File: src/rtl/gbe_app_tx_gen.sv
// UDP payload generator for the GbE core's app_tx_* port: bursts of fixed-length patterned packets with a programmable gap.
// Latency: byte issued one edge after an unstalled SEND cycle; afull stalls byte issue. Optional GBE_APP_TX_GEN_SEQ_HDR_EN prefixes seq.
module gbe_app_tx_gen #(
    parameter int MAX_LEN = 1472,
    parameter int GAP_W   = 16
) (
    input  logic             app_clk,
    input  logic             app_rst,
    input  logic             start,
    input  logic             stop,
    input  logic [10:0]      cfg_len,
    input  logic [GAP_W-1:0] cfg_gap,
    input  logic [31:0]      cfg_count,
    input  logic [31:0]      cfg_destip,
    input  logic [15:0]      cfg_destport,
    output logic [7:0]       app_tx_data,
    output logic             app_tx_dvld,
    output logic             app_tx_eof,
    output logic [31:0]      app_tx_destip,
    output logic [15:0]      app_tx_destport,
    input  logic             app_tx_afull,
    input  logic             app_tx_overflow,
    output logic             busy,
    output logic [31:0]      pkt_sent,
    output logic [15:0]      ovf_cnt
);

    typedef enum logic [1:0] {IDLE, SEND, GAP} state_t;

    localparam logic [10:0] MAX_L = 11'(MAX_LEN);
`ifdef GBE_APP_TX_GEN_SEQ_HDR_EN
    localparam logic [10:0] MIN_L = 11'd4;
`else
    localparam logic [10:0] MIN_L = 11'd1;
`endif

    state_t           state_q, state_d;
    logic [10:0]      len_q, len_d;
    logic [10:0]      idx_q, idx_d;
    logic [GAP_W-1:0] gap_q, gap_d;
    logic [GAP_W-1:0] gap_cnt_q, gap_cnt_d;
    logic [31:0]      count_q, count_d;
    logic [31:0]      destip_q, destip_d;
    logic [15:0]      destport_q, destport_d;
    logic [31:0]      seq_q, seq_d;
    logic             stop_pend_q, stop_pend_d;
    logic [31:0]      pkt_sent_q, pkt_sent_d;
    logic [15:0]      ovf_cnt_q, ovf_cnt_d;
    logic [7:0]       data_q, data_d;
    logic             dvld_q, dvld_d;
    logic             eof_q, eof_d;
    logic             busy_q, busy_d;

    logic        start_ok, issue, is_last, pkt_done, run_end, gap_done;
    logic [31:0] pkt_next;
    logic [10:0] len_clamped;
    logic [7:0]  pattern;

    assign start_ok = (state_q == IDLE) && start && !stop;
    assign issue    = (state_q == SEND) && !app_tx_afull;
    assign is_last  = (idx_q == len_q - 11'd1);
    assign pkt_done = issue && is_last;
    assign pkt_next = pkt_sent_q + 32'd1;
    // A stop arriving on the eof cycle itself ends the run just like a pending one.
    assign run_end  = ((count_q != 32'd0) && (pkt_next == count_q)) || stop_pend_q || stop;
    assign gap_done = (gap_cnt_q == GAP_W'(1));

    assign len_clamped = (cfg_len < MIN_L) ? MIN_L :
                         (cfg_len > MAX_L) ? MAX_L : cfg_len;

`ifdef GBE_APP_TX_GEN_SEQ_HDR_EN
    always_comb begin
        pattern = seq_q[7:0] + idx_q[7:0] - 8'd4;
        if (idx_q < 11'd4) begin
            case (idx_q[1:0])
                2'd0:    pattern = seq_q[31:24];
                2'd1:    pattern = seq_q[23:16];
                2'd2:    pattern = seq_q[15:8];
                default: pattern = seq_q[7:0];
            endcase
        end
    end
`else
    assign pattern = seq_q[7:0] + idx_q[7:0];
`endif

    always_ff @(posedge app_clk) begin
        if (app_rst) begin
            state_q     <= IDLE;
            len_q       <= '0;
            idx_q       <= '0;
            gap_q       <= '0;
            gap_cnt_q   <= '0;
            count_q     <= '0;
            destip_q    <= '0;
            destport_q  <= '0;
            seq_q       <= '0;
            stop_pend_q <= 1'b0;
            pkt_sent_q  <= '0;
            ovf_cnt_q   <= '0;
            data_q      <= '0;
            dvld_q      <= 1'b0;
            eof_q       <= 1'b0;
            busy_q      <= 1'b0;
        end else begin
            state_q     <= state_d;
            len_q       <= len_d;
            idx_q       <= idx_d;
            gap_q       <= gap_d;
            gap_cnt_q   <= gap_cnt_d;
            count_q     <= count_d;
            destip_q    <= destip_d;
            destport_q  <= destport_d;
            seq_q       <= seq_d;
            stop_pend_q <= stop_pend_d;
            pkt_sent_q  <= pkt_sent_d;
            ovf_cnt_q   <= ovf_cnt_d;
            data_q      <= data_d;
            dvld_q      <= dvld_d;
            eof_q       <= eof_d;
            busy_q      <= busy_d;
        end
    end

    always_comb begin
        state_d = state_q;
        case (state_q)
            IDLE: if (start_ok) state_d = SEND;
            SEND: begin
                if (pkt_done) begin
                    if (run_end)                 state_d = IDLE;
                    else if (gap_q != '0)        state_d = GAP;
                    else                         state_d = SEND;
                end
            end
            GAP: begin
                if (stop)          state_d = IDLE;
                else if (gap_done) state_d = SEND;
            end
            default: state_d = IDLE;
        endcase
    end

    always_comb begin
        len_d       = len_q;
        idx_d       = idx_q;
        gap_d       = gap_q;
        gap_cnt_d   = gap_cnt_q;
        count_d     = count_q;
        destip_d    = destip_q;
        destport_d  = destport_q;
        seq_d       = seq_q;
        stop_pend_d = stop_pend_q;
        pkt_sent_d  = pkt_sent_q;
        data_d      = data_q;
        dvld_d      = 1'b0;
        eof_d       = 1'b0;
        busy_d      = (state_d != IDLE);

        case (state_q)
            IDLE: begin
                if (start_ok) begin
                    len_d       = len_clamped;
                    gap_d       = cfg_gap;
                    count_d     = cfg_count;
                    destip_d    = cfg_destip;
                    destport_d  = cfg_destport;
                    idx_d       = '0;
                    stop_pend_d = 1'b0;
                    pkt_sent_d  = '0;
                end
            end
            SEND: begin
                if (stop) stop_pend_d = 1'b1;
                if (issue) begin
                    data_d = pattern;
                    dvld_d = 1'b1;
                    eof_d  = is_last;
                    if (is_last) begin
                        idx_d      = '0;
                        pkt_sent_d = pkt_next;
                        seq_d      = seq_q + 32'd1;
                        gap_cnt_d  = gap_q;
                        if (run_end) stop_pend_d = 1'b0;
                    end else begin
                        idx_d = idx_q + 11'd1;
                    end
                end
            end
            GAP: gap_cnt_d = gap_cnt_q - GAP_W'(1);
            default: ;
        endcase

        ovf_cnt_d = ovf_cnt_q;
        if (start_ok)
            ovf_cnt_d = '0;
        else if (app_tx_overflow && (ovf_cnt_q != 16'hFFFF))
            ovf_cnt_d = ovf_cnt_q + 16'd1;
    end

    assign app_tx_data     = data_q;
    assign app_tx_dvld     = dvld_q;
    assign app_tx_eof      = eof_q;
    assign app_tx_destip   = destip_q;
    assign app_tx_destport = destport_q;
    assign busy            = busy_q;
    assign pkt_sent        = pkt_sent_q;
    assign ovf_cnt         = ovf_cnt_q;

endmodule

File: config.mk
export PLATFORM = sky130hd
export DESIGN_NAME = gbe_app_tx_gen
export DESIGN_NICKNAME = d
export VERILOG_FILES = /design/src/rtl/gbe_app_tx_gen.sv
export SDC_FILE = /design/constraint.sdc
export NUM_CORES = 1
export LEC_CHECK = 0
export ABC_AREA = 0
export CAP_MARGIN = 0
export CORE_MARGIN = 2
export CORE_UTILIZATION = 64
export CTS_BUF_LIST = sky130_fd_sc_hd__clkbuf_8
export CTS_CLUSTER_DIAMETER = 150
export CTS_CLUSTER_SIZE = 40
export DETAILED_ROUTE_END_ITERATION = 16
export DONT_BUFFER_PORTS = 1
export PLACE_DENSITY = 0.8
export SLEW_MARGIN = 0
export SYNTH_ARGS = -nofsm -noshare
export SYNTH_HDL_FRONTEND = slang
export SYNTH_SLANG_ARGS = --single-unit
File: constraint.sdc
create_clock -name app_clk -period 8.1 [get_ports app_clk]
set_clock_uncertainty 0.2 [all_clocks]
set_input_delay 2.025 -clock app_clk [delete_from_list [all_inputs] [get_ports app_clk]]
set_output_delay 2.025 -clock app_clk [all_outputs]
set_load 0.1 [all_outputs]
* Word-level counts from Yosys, hierarchy flattened
Cells that the tools add are included.
** Word-level totals
- Input port bits :: 113
- Register bits :: 228
** Operators by class
- Multiplexer cells :: 27
- Add/subtract/negate cells :: 7
- Bitwise gates (word level) :: 2
- Order comparisons :: 2
- Eq/ne operators :: 9
- Reductions and logical operators :: 26
** Operators with widths (number)
- $mux 32 :: 3
- $add 32x1->32 const B :: 2
- $pmux 32 s2 :: 1
- $mux 11 :: 5
- $eq 32x32->1 :: 1
- $mux 16 :: 2
- $pmux 16 s2 :: 1
- $reduce_bool 32->1 :: 1
- $pmux 11 s2 :: 1
- $add 16x1->16 const B :: 1
- $eq 16x1->1 const B :: 1
- $ne 16x16->1 const B :: 1
- $reduce_bool 16->1 :: 1
- $sub 16x1->16 const B :: 1
- $mux 2 :: 6
- $add 11x1->11 const B :: 1
- $eq 11x11->1 :: 1
- $gt 11x11->1 const B :: 1
- $lt 11x1->1 const B :: 1
- $sub 11x1->11 const B :: 1
- $reduce_and 3->1 :: 3
- $add 8x8->8 :: 1
- $logic_and 1x1->1 :: 6
- $mux 1 :: 6
- 14 further kinds :: 24

* Depth between registers and ports, before layout
- Word-level depth :: 9
- Gate-level depth with buffers :: 11
- Mapped depth without buffers :: 11

* Worst setup path after synthesis
No wires, ideal clock.
- Kind :: register to register
- Start :: reg pkt_sent_q[0] (netlist: pkt_sent[0])
- End :: reg busy_q (netlist: busy)
- Cell stages (with the launch flop) :: 9
- Setup time :: 124 ps
- Path slack :: 4090 ps
- Buffers on the path :: 0
- Data required time :: 7776 ps
- Arrival time :: 3685 ps
- Path through :: dfxtp_1 ha_1 nand4_2 or3_2 xnor2_1 or4_1 or4_1 and4bb_4 o211ai_2
** On the way
- Word-level cells in the longest chain between the ends :: 9
** Ends and longest elaborated chain
- start: declaration :: line 47 : logic [31:0] pkt_sent_q, pkt_sent_d;
- start signal: assignment :: line 116 : pkt_sent_q <= pkt_sent_d;
- $add 32x1->32 :: line 63 : assign pkt_next = pkt_sent_q + 32'd1;
- $eq 32x32->1 :: line 65 : assign run_end = ((count_q != 32'd0) && (pkt_next == count_q)) || stop_pend_q || stop;
- $logic_and 1x1->1 :: line 65
- $logic_or 1x1->1 (2 in a row) :: line 65
- $mux 2 :: line 131 : if (run_end) state_d = IDLE;
- $mux 2 :: line 130 : if (pkt_done) begin
- $pmux 2 s3 :: line 127 : case (state_q)
- $reduce_bool 2->1 :: line 158 : busy_d = (state_d != IDLE);
- end signal: assignment :: line 121 : busy_q <= busy_d;
- end: declaration :: line 52 : logic busy_q, busy_d;
Every way passes these cells.
A chain may end at the register's enable or synchronous reset.

* Final worst setup path
- Start :: reg pkt_sent_q[1] (netlist: pkt_sent[1])
- End :: reg busy_q (netlist: busy)
Same word-level chain as after synthesis.

==> impl_metrics.json <==
{
  "status": "completed",
  "drt-initial-drc-count": 656,
  "grt_max_degree": 176,
  "die_x_um": 129,
  "synth-main-ff-cell": "dfxtp_1",
  "antenna_found_initial": 0,
  "die_area_um2": 16600,
  "yosysSeqAreaShare_pct": 41.0,
  "tritoncts": "yes",
  "cp_cell_sequence": "nand4_1 > nor4_1 > xnor2_1 > nand3_1 > or4_1 > or4_1 > and4bb_4 > o211ai_2",
  "worstPathRequired_ns": 8.35,
  "arrival_ns": 4.60,
  "rsz0062_at_grt": "no",
  "nNetsFinal": 1351,
  "fin_crit_sh_pct": 53.8,
  "yosysTopAreaCell": "dfxtp_1",
  "synth_edf_count": 0,
  "h-tree-depth": 1,
  "port-buffer-count": 0,
  "top_level_ports": 220,
  "clkLatencyLatePin_ns": 0.55,
  "synth-seq-cells": 204,
  "fmax_mhz": 230,
  "avgSynthCellArea_um2": 7.86,
  "synth_area_leaders": "dfxtp_1 41%, nand2_1 10%, a21oi_1 8.0%",
  "min_period_ns": 4.35,
  "place.gp.congestion": 0.928,
  "clockBufferDepth": 3,
  "drc": 0,
  "synthesis.nets": 1396,
  "antenna_left": 0,
  "numCtsBuffers": 9,
  "cts.sinks": 204,
  "cpPeakStageDelay_ns": 1.12,
  "wl_per_cell_um": 17.4,
  "dr_total_vias": 8772,
  "dpl.hpwl_um": 17100,
  "ys_async_sr_fraction_pct": 0,
  "rows": 45,
  "power_density_nw_per_um2": 173,
  "slew_headroom_pct": 19.8,
  "endpoint_kind": "register",
  "post-route-util_pct": 67.2,
  "yosysWarnings": 0,
  "ir_worst_vdd_mv": 0.224,
  "core_area_um2": 15200,
  "start_util_pct": 65.6,
  "netlist_instances": 1268,
  "post-cts-setup-buffer-count": 0,
  "wl_um": 24600,
  "yosysTopAreaCellShare_pct": 41.0,
  "path_clk_slew_ns": 0.24,
  "cts_resized": 0,
  "routed_via_density": 6.22,
  "worst_pin_slew_ns": 1.20,
  "grt_pass1_vias": 7973,
  "hold_viol_final": 0,
  "path_class": "register to register",
  "leakage_nw": 3.56,
  "setup_tns_ns": 0,
  "diodes": 0,
  "crit_path_top_delay_cell": "dfxtp_1",
  "crit_fanout": 7,
  "setup_viol": 0,
  "cp_common_cell": "or4_1",
  "cap_violations": 0,
  "ctsHoldBuffers": 0,
  "gr-total-overflow": 0,
  "synth_cell_types": 70,
  "grt.total_usage_pct": 28.2,
  "die-height_um": 129,
  "grt_pass1_wl_um": 39000,
  "hold_path_class": "register to register",
  "final_layout_size_suffix_gt1_share_pct": 4.75,
  "syn-cell-area_um2": 9970,
  "area_growth_pct": 2.45,
  "slew_violations": 0,
  "root_buffer": "clkbuf_8",
  "dr.pass1.iters": 5,
  "start_kind": "register"
}
[Yosys cell counts, types with 3 or more instances]
cell      instances
buf_2            16
a221oi_1          4
nor3b_1           3
a21oi_1         160
nor2_1           97
a211oi_1         11
nand2b_1         10
dfxtp_1         204
inv_1            17
nor2b_1           8
mux2i_1           6
or3_1             6
and4_1            7
nor4_4            4
a31oi_1          15
and2_1            3
nand4_1          29
nand3_1          34
xnor2_1          60
buf_4             3
and3_1            5
clkbuf_1         54
buf_1             5
or4_1             4
o21a_1            4
clkbuf_2          3
xor2_1           40
nand2_1         275
nor3_1           38
a311oi_1         16
nor4_1           24
a22o_1            3
a21o_1            6
ha_1             14
o31ai_1           8
o21ai_0          29
a41oi_1           3
[cell usage in the layout, fill, tap and decap left out, types with 9 or more instances in the layout]
cell	netlist	layout
nand2_1	275	275
dfxtp_1	204	204
a21oi_1	160	160
nor2_1	97	97
xnor2_1	60	60
xor2_1	40	40
nor3_1	38	38
nand3_1	34	34
nand4_1	29	29
o21ai_0	29	29
buf_4	3	26
nor4_1	24	24
inv_1	17	17
a311oi_1	16	16
a31oi_1	15	15
ha_1	14	14
a211oi_1	11	11
nand2b_1	10	10
clkbuf_8	0	9
[flip-flops by register name, summed over array words and instances (netlist names)]
signal,cells
app_tx_dvld,1
app_tx_destip,32
len_q,11
app_tx_data,8
ovf_cnt,16
seq_q,8
count_q,32
idx_q,11
app_tx_eof,1
app_tx_destport,16
gap_q,16
busy,1
pkt_sent,32
state_q,2
gap_cnt_q,16
stop_pend_q,1
[worst max-delay path: cells and delay by family, from the launching register on]
family          cells  cell delay [ns]
flops               1             1.12
simple gates        6             2.65
compound gates      1             0.09
xor+xnor            1             0.19
[cell families (layout without fill, tap and decap cells)]
family	after synthesis	count (layout)	synth area share [%]
AND/OR/NAND/NOR	565	565	26.9
XOR/XNOR	100	100	8.79
multiplexers	8	8	0.829
adder cells (fa/ha/maj)	15	15	1.96
flip-flops	204	204	41.0
buffers and inverters	99	53	4.16
AO/OA/AOI/OAI	277	277	16.4
[worst paths after layout]
kind                    start        end  slack (ns)  depth (start not counted)
setup / recovery  pkt_sent[1]       busy        3.75                          8
hold reg to reg     len_q[10]  len_q[10]        0.29                          2
setup reg to reg  pkt_sent[1]       busy        3.75                          8
hold / removal      len_q[10]  len_q[10]        0.29                          2
[per-stage QoR]
stage | total power (W) | instances | setup slack (ns) | instance area, um2 | hold WS [ns]
after floorplan | 0.00134 | 1268 | 4.09 | 9970 | 0.248
after global placement | 0.00136 | 1400 | 3.68 | 10100 | 0.258
after detailed placement | 0.00137 | 1400 | 3.59 | 10100 | 0.260
after CTS | 0.00177 | 1410 | 3.77 | 10200 | 0.285
after global routing | 0.00183 | 1410 | 3.56 | 10200 | 0.311
final | 0.00177 | 1410 | 3.75 | 10200 | 0.288
[power by group]
group / internal (W) / leakage (nW) / switching [W]
registers: 0.00104 / 1.65 / 0.000141
logic: 0.0000658 / 1.83 / 0.000107
clock network: 0.000110 / 0.0761 / 0.000305
[layer usage]
metal / GRT usage (%) / share of wire [%] / vias up
met1: 37.6 / 43 / 4104
met4: 5.63 / 1.4 / 0
met3: 6.24 / 8.6 / 28
li1: - / - / 4300
met5: 0 / 0 / -
met2: 47.5 / 47 / 340
[final cells by class]
| type | count | area [um2] |
|---|---|---|
| Clock buffer | 9 | 124 |
| Clock inverter | 1 | 30.0 |
| Fill cell | 1345 | 4990 |
| Inverter | 17 | 63.8 |
| Multi-Input combinational cell | 965 | 5480 |
| Sequential cell | 204 | 4080 |
| Tap cell | 188 | 235 |
| Timing Repair Buffer | 26 | 195 |
(Power assumes the default switching activity.)
